**src/rtl/ram_piksel_besleyici.sv**
```systemverilog
// Streams one W x H frame of pixels out of a synchronous-read RAM into a ready/valid
// downstream port, with row/column/frame markers and a frame-complete pulse.
module ram_piksel_besleyici #(
    parameter int unsigned V = 8,
    parameter int unsigned W = 320,
    parameter int unsigned H = 240,
    parameter int unsigned A = 17
) (
    input  logic         clk_i,
    input  logic         rst_i,
    input  logic         en_i,
    output logic         ram_en_o,
    output logic [A-1:0] ram_addr_o,
    input  logic [V-1:0] ram_data_i,
    output logic [V-1:0] veri_o,
    output logic         veri_gecerli_o,
    input  logic         veri_al_i,
    output logic         satir_basi_o,
    output logic         satir_sonu_o,
    output logic         kare_sonu_o,
    output logic         mesgul_o,
    output logic         bitti_o
);

    localparam int unsigned NPix = W * H;
    localparam int unsigned CW   = (W > 1) ? $clog2(W) : 1;
    localparam int unsigned RW   = (H > 1) ? $clog2(H) : 1;

    // One spare address bit so the "all pixels requested" value never aliases to 0.
    localparam logic [A:0]    PixCnt  = (A + 1)'(NPix);
    localparam logic [CW-1:0] ColLast = CW'(W - 1);
    localparam logic [RW-1:0] RowLast = RW'(H - 1);

    typedef enum logic [1:0] {
        StBosta,
        StOku,
        StSon
    } state_e;

    state_e        state_q, state_d;
    logic [A:0]    addr_q, addr_d;
    logic          infl_q, infl_d;
    logic [V-1:0]  mem_q [2];
    logic [V-1:0]  mem_d [2];
    logic          wr_ptr_q, wr_ptr_d;
    logic          rd_ptr_q, rd_ptr_d;
    logic [1:0]    cnt_q, cnt_d;
    logic [CW-1:0] col_q, col_d;
    logic [RW-1:0] row_q, row_d;

    logic          valid;
    logic          xfer;
    logic          push;
    logic          last_pix;
    logic          rd_ok;
    logic [2:0]    credit;

    assign valid    = (cnt_q != 2'd0);
    assign xfer     = valid && veri_al_i;
    assign push     = infl_q && (state_q == StOku);
    assign last_pix = (col_q == ColLast) && (row_q == RowLast);

    // A slot being drained this cycle is already free for a new read; this keeps one pixel
    // per cycle with a 2-entry buffer while buffered + in-flight never exceeds 2.
    assign credit = 3'(cnt_q) + 3'(infl_q) - 3'(xfer);
    assign rd_ok  = (state_q == StOku) && (addr_q < PixCnt) && (credit < 3'd2);

    assign ram_en_o       = rd_ok;
    assign ram_addr_o     = addr_q[A-1:0];
    assign veri_gecerli_o = valid;
    assign veri_o         = valid ? mem_q[rd_ptr_q] : '0;
    assign satir_basi_o   = valid && (col_q == '0);
    assign satir_sonu_o   = valid && (col_q == ColLast);
    assign kare_sonu_o    = valid && last_pix;
    assign mesgul_o       = (state_q != StBosta);
    assign bitti_o        = (state_q == StSon);

    always_comb begin
        state_d  = state_q;
        addr_d   = addr_q + (A + 1)'(rd_ok);
        infl_d   = rd_ok;
        mem_d    = mem_q;
        wr_ptr_d = wr_ptr_q;
        rd_ptr_d = rd_ptr_q;
        cnt_d    = cnt_q + 2'(push) - 2'(xfer);
        col_d    = col_q;
        row_d    = row_q;

        if (push) begin
            mem_d[wr_ptr_q] = ram_data_i;
            wr_ptr_d        = ~wr_ptr_q;
        end

        if (xfer) begin
            rd_ptr_d = ~rd_ptr_q;
            if (col_q == ColLast) begin
                col_d = '0;
                row_d = (row_q == RowLast) ? '0 : row_q + RW'(1);
            end else begin
                col_d = col_q + CW'(1);
            end
        end

        unique case (state_q)
            StBosta: begin
                if (en_i) begin
                    state_d  = StOku;
                    addr_d   = '0;
                    infl_d   = 1'b0;
                    cnt_d    = '0;
                    wr_ptr_d = 1'b0;
                    rd_ptr_d = 1'b0;
                    col_d    = '0;
                    row_d    = '0;
                end
            end
            StOku: begin
                if (xfer && last_pix) begin
                    state_d = StSon;
                end
            end
            StSon: begin
                state_d = StBosta;
            end
            default: begin
                state_d = StBosta;
            end
        endcase
    end

    always_ff @(posedge clk_i) begin
        if (rst_i) begin
            state_q  <= StBosta;
            addr_q   <= '0;
            infl_q   <= 1'b0;
            mem_q[0] <= '0;
            mem_q[1] <= '0;
            wr_ptr_q <= 1'b0;
            rd_ptr_q <= 1'b0;
            cnt_q    <= '0;
            col_q    <= '0;
            row_q    <= '0;
        end else begin
            state_q  <= state_d;
            addr_q   <= addr_d;
            infl_q   <= infl_d;
            mem_q    <= mem_d;
            wr_ptr_q <= wr_ptr_d;
            rd_ptr_q <= rd_ptr_d;
            cnt_q    <= cnt_d;
            col_q    <= col_d;
            row_q    <= row_d;
        end
    end

endmodule

```
**config.mk**
```make
export PLATFORM = sky130hd
export DESIGN_NAME = ram_piksel_besleyici
export DESIGN_NICKNAME = d
export VERILOG_FILES = /design/src/rtl/ram_piksel_besleyici.sv
export SDC_FILE = /design/constraint.sdc
export NUM_CORES = 1
export LEC_CHECK = 0
export CAP_MARGIN = 20
export CORE_AREA = 8 8 94 96
export CTS_BUF_LIST = sky130_fd_sc_hd__clkbuf_2
export DETAILED_ROUTE_END_ITERATION = 6
export DIE_AREA = 0 0 102 104
export GPL_TIMING_DRIVEN = 1
export SLEW_MARGIN = 20
export SYNTH_ARGS = -nofsm -noshare
export SYNTH_HDL_FRONTEND = slang
export SYNTH_SLANG_ARGS = --single-unit
```
**constraint.sdc**
```tcl
create_clock -name clk_i -period 9 [get_ports clk_i]
set_input_delay 1.8 -clock clk_i [delete_from_list [all_inputs] [get_ports clk_i]]
set_output_delay 1.8 -clock clk_i [all_outputs]
set_load 0.05 [all_outputs]
```
---- Word-level counts from Yosys, hierarchy flattened ----
Cells that the tools add are included.
operators by class
  add/subtract/negate cells ............... 7
  $lt $le $gt $ge ......................... 5
  equal/unequal tests ..................... 6
  muxes and demuxes ....................... 31
  bitwise operators ....................... 4
  reduce and logical (&&, ||, !) cells .... 15
operators by type and width
  operator                                               number
  two-way mux 8 bit                                      10
  two-way mux 18 bit                                     2
  two-way mux 9 bit                                      4
  adder 18 x 1 -> 18 bit                                 1
  < comparator 18 x 17 -> 1 bit (second input constant)  1
  bitwise mux 16 bit                                     1
  logical AND 1 bit                                      10
  adder 9 x 1 -> 9 bit (second input constant)           1
  equality test 9 bit (second input constant)            1
  logical NOT 9 bit                                      1
  adder 8 x 1 -> 8 bit (second input constant)           1
  demux 8 bit (select 1 bit)                             1
  equality test 8 bit (second input constant)            1
  two-way mux 1 bit                                      8
  two-way mux 2 bit                                      4
  >= comparator 2 bit (second input constant)            2
  NOT 1 -> 2 bit                                         2
  one-hot mux 2 bit (2 select lines)                     1
  nonzero test 2 bit                                     2
  adder 2 x 1 -> 3 bit                                   1
  < comparator 3 x 2 -> 1 bit (second input constant)    1
  subtractor 3 x 1 -> 3 bit                              1
  adder 2 x 1 -> 2 bit                                   1
  equality test 2 x 1 -> 1 bit (second input constant)   1
  8 further kinds                                        9
storage, ports and cells
  register bits after elaboration ......... 58
  bits of input ports ..................... 12
  output and inout port bits .............. 32
  word-level logic and storage cells ...... 78

---- Longest topological paths before layout ----
  depth in word-level cells ............... 8
  gate-level depth with buffers ........... 16
  mapped depth without buffers ............ 15

---- Worst setup path before layout ----
Ideal clock, no wire load.
  kind .................................... input to output
  start ................................... input veri_al_i
  end ..................................... output ram_en_o
  arrival time ............................ 3530 ps
  data required time ...................... 7200 ps
  path slack .............................. 3670 ps
  cell stages on the path ................. 7
  buffers on the path ..................... 0
  cell sequence ........................... nand2_1 nor2_1 o21ai_0 fa_1 xor2_1 nor4b_1 o21a_1
on the way
  word-level cells in the longest chain between the ends .. 4
RTL lines
  element                      line  RTL
  start, declared              17    input logic veri_al_i,
  logical AND 1 bit            59    assign xfer = valid && veri_al_i;
  subtractor 3 x 1 -> 3 bit    65    assign credit = 3'(cnt_q) + 3'(infl_q) - 3'(xfer);
  < comparator 3 x 2 -> 1 bit  66    assign rd_ok = (state_q == StOku) && (addr_q < PixCnt) && (credit < 3'd2);
  logical AND 1 bit            66
  end, declared                12    output logic ram_en_o,
Every way passes these cells.

---- Final worst setup path ----
Same ends and word-level chain as after synthesis.

==> reports/summary.txt <==
Hold Path Class: reg -> reg
routed vias: 2,282
largest net degree at the start of global routing: 29
Root Buffer: clkbuf_2
synthesized area per cell: 8.851 um2
Finished Layout Cells: 458
synth unique cells: 48
Worst setup SP type: input pin
setup TNS: 0 ns
Worst Tran Pin Value: 0.8263 ns
Worst-path clk slew: 0.16 ns
Setup Buffers After CTS: 0
synthesized area: 2877 um2
met1 Use GR: 13.96%
Total Wirelength: 5.929 mm
vias per inst: 4.983
worst reg2reg path depth: 14
Most Crowded Layer GR: met2
kind of critical path: in -> out
HPWL Detailed: 4.309 mm
routability cong.: 0.8038
Critical Path Sink Type: output port
Min Hold Slack: 0.5126 ns
clock sink total: 58
first-pass detailed-route iteration total: 4
commonest register cell after synthesis: dfxtp_1
cell area after layout: 3403 um2
top post-synthesis cells by area: dfxtp_1 (40%), mux2i_1 (9.7%), nor2_1 (7.6%)
I/O pin cnt: 44
gr usage total: 11.81%
Cells after DPL: 442
top cells by count, synth: dfxtp_1 (58), nor2_1 (58), mux2i_1 (28)
Initial Utilization: 38.63%
fmax: 151.1 MHz
Yosys top cell by area: dfxtp_1
antenna cells: 0
Seq/Total Area, Yosys: 40.37%
reg2reg end: addr_q[16]$_SDFF_PP0_
initial antenna violation count: 0
Final Cycle Share: 73.53%
reg-to-reg startpoint: cnt_q[1]$_SDFF_PP0_
H-tree levels: 3
Max-cap violations: 0
Die H: 104 um
CP arrival: 4.82 ns
Max FO, Critical Path: 6
first-pass GRT wire length: 10.18 mm
TritonCTS Buffers: 9
register-to-register setup slack: 4.75 ns
async set-reset flop share out of synthesis: 0%
number of synthesized flops with an enable pin: 0
Fill cells: 754
CP Launch Point: veri_al_i
DRT iter0 DRCs: 66
PwrDens: 144.6 nW/um2
min cycle time layout: 6.618 ns
die area: 10,610 um2
vias in the first global route: 2,211
outcome: finished, final reports clean
Critical Path RT: 7.20 ns
synthesized flop and latch total: 58
GR Layer Usage met3: 4.016%
met2 Use GR: 18.49%
Total Nets Final: 372
Slew Viols, Final: 0
Synth Instances: 325
Clk Latency, worst-skew pair: 0.48 ns
Rows: 32
Post-CTS Resized: 0
count of final hold-check violations: 0
die width: 102 um
port bufs: 43
Setup violations, final: 0
Overflow after GRT: 0
Syn Nets: 346
unrepaired setup endpoints after global routing: false
layout cells sized above 1: 6.180%
Static Leak: 0.001193 uW
clock tree from TritonCTS: yes
post-layout util: 45.70%
Rel. slew slack: 44.74%
Worst VDD drop: 78.81 uV
Max clock buf depth: 2
Core Footprint: 7447 um2
CP endpoint: ram_en_o
Hold Buf Count CTS: 0
mean routed wirelength per cell: 12.95 um
Post-route DRC: 0
instance area after placement: 3264 um2
number of routed nets with antenna violations: 0
worst-case clock skew: 0.02148 ns
Synth top area share: 40.37%
Synth warnings: 0
Synth-to-Final Area Change: 18.31%
## kinds of logic (layout without fill, tap and decap cells)
group | Yosys count | in the layout | synth area share [%]
AO/OA/AOI/OAI | 31 | 31 | 6.916
XOR/XNOR | 24 | 24 | 7.307
adder cells (fa/ha/maj) | 9 | 9 | 4.176
buffers and inverters | 37 | 68 | 7.090
flip-flops | 58 | 58 | 40.37
multiplexers | 28 | 28 | 9.743
AND/OR/NAND/NOR | 138 | 138 | 24.40
## routing by layer
layer,vias up,routed length [um]
li1,1160,-
met1,1051,2893
met2,60,2482
met3,11,445
met4,0,108
met5,-,0
## state kept, by name (all words and copies together) (netlist names), 2 cells and up
name     count
addr_q      18
mem_q       16
col_q        9
row_q        8
cnt_q        2
state_q      2
## worst max-delay path: stages
cell and delay (ns):
clkdlybuf4s50_1 0.58, nand2_1 0.20, nor2_1 0.21, o21ai_0 0.14
fa_1 0.38, xor2_1 0.15, nor4b_1 0.30, o21a_1 0.21
clkdlybuf4s50_1 0.82
## area by class of cell
| type | instances | area [um2] | area share, % |
|---|---|---|---|
| Timing Repair Buffer | 43 | 430.4 | 12.65 |
| Clock buffer | 9 | 45.04 | 1.324 |
| Clock inverter | 7 | 93.84 | 2.757 |
| Tap cell | 102 | 127.6 | 3.750 |
| Multi-Input combinational cell | 230 | 1511 | 44.41 |
| Inverter | 9 | 33.78 | 0.9926 |
| Sequential cell | 58 | 1161 | 34.12 |
## how the worst min path moves through the flow
| stage | startpoint | to | slack [ns] | cells past startpoint |
|---|---|---|---|---|
| floorplan | addr_q[17]$_SDFF_PP0_ | addr_q[17]$_SDFF_PP0_ | 0.46 | 2 |
| global placement | mem_q[5]$_SDFFE_PP0P_ | mem_q[5]$_SDFFE_PP0P_ | 0.47 | 2 |
| detailed placement | mem_q[3]$_SDFFE_PP0P_ | mem_q[3]$_SDFFE_PP0P_ | 0.49 | 2 |
| CTS | addr_q[17]$_SDFF_PP0_ | addr_q[17]$_SDFF_PP0_ | 0.51 | 2 |
| global route | addr_q[17]$_SDFF_PP0_ | addr_q[17]$_SDFF_PP0_ | 0.54 | 2 |
| finish | addr_q[17]$_SDFF_PP0_ | addr_q[17]$_SDFF_PP0_ | 0.51 | 2 |
## cell usage in the layout, fill, tap and decap left out, types with 2 or more instances in the layout
cell type / Yosys / layout
nand3_1: 13 / 13
nor3_1: 6 / 6
a211oi_1: 2 / 2
nor3b_1: 2 / 2
ha_1: 8 / 8
dfxtp_1: 58 / 58
xnor2_1: 13 / 13
nand4_1: 7 / 7
a31oi_1: 2 / 2
o21ai_0: 8 / 8
a211o_1: 2 / 2
nand2_1: 16 / 16
inv_1: 9 / 9
mux2i_1: 28 / 28
and2_1: 3 / 3
clkdlybuf4s50_1: 0 / 43
nor2_1: 58 / 58
clkbuf_2: 1 / 9
xor2_1: 11 / 11
and3_1: 4 / 4
and4_1: 2 / 2
or2_2: 2 / 2
nor4_1: 6 / 6
a21oi_1: 9 / 9
nor2b_1: 5 / 5
clkinv_4: 0 / 2
or4_1: 2 / 2
or3_1: 2 / 2
bufinv_16: 0 / 2
## per-stage QoR
stage               setup slack [ns]  total power (uW)
floorplan                      3.670             289.8
global placement               2.407             303.0
detailed placement             2.362             303.2
CTS                            2.361             498.4
global route                   2.125             515.8
finish                         2.382             492.0
## where the power goes
group | internal (uW) | switching [uW] | total, uW | leakage [uW]
Sequential | 260 | 2.63 | 262 | 0.000468
Combinational | 13.7 | 21.3 | 35.0 | 0.000645
Clock | 91.5 | 103 | 195 | 0.0000795
Total | 365 | 127 | 492 | 0.00119
No activity file was read; power rests on OpenSTA's default activity.
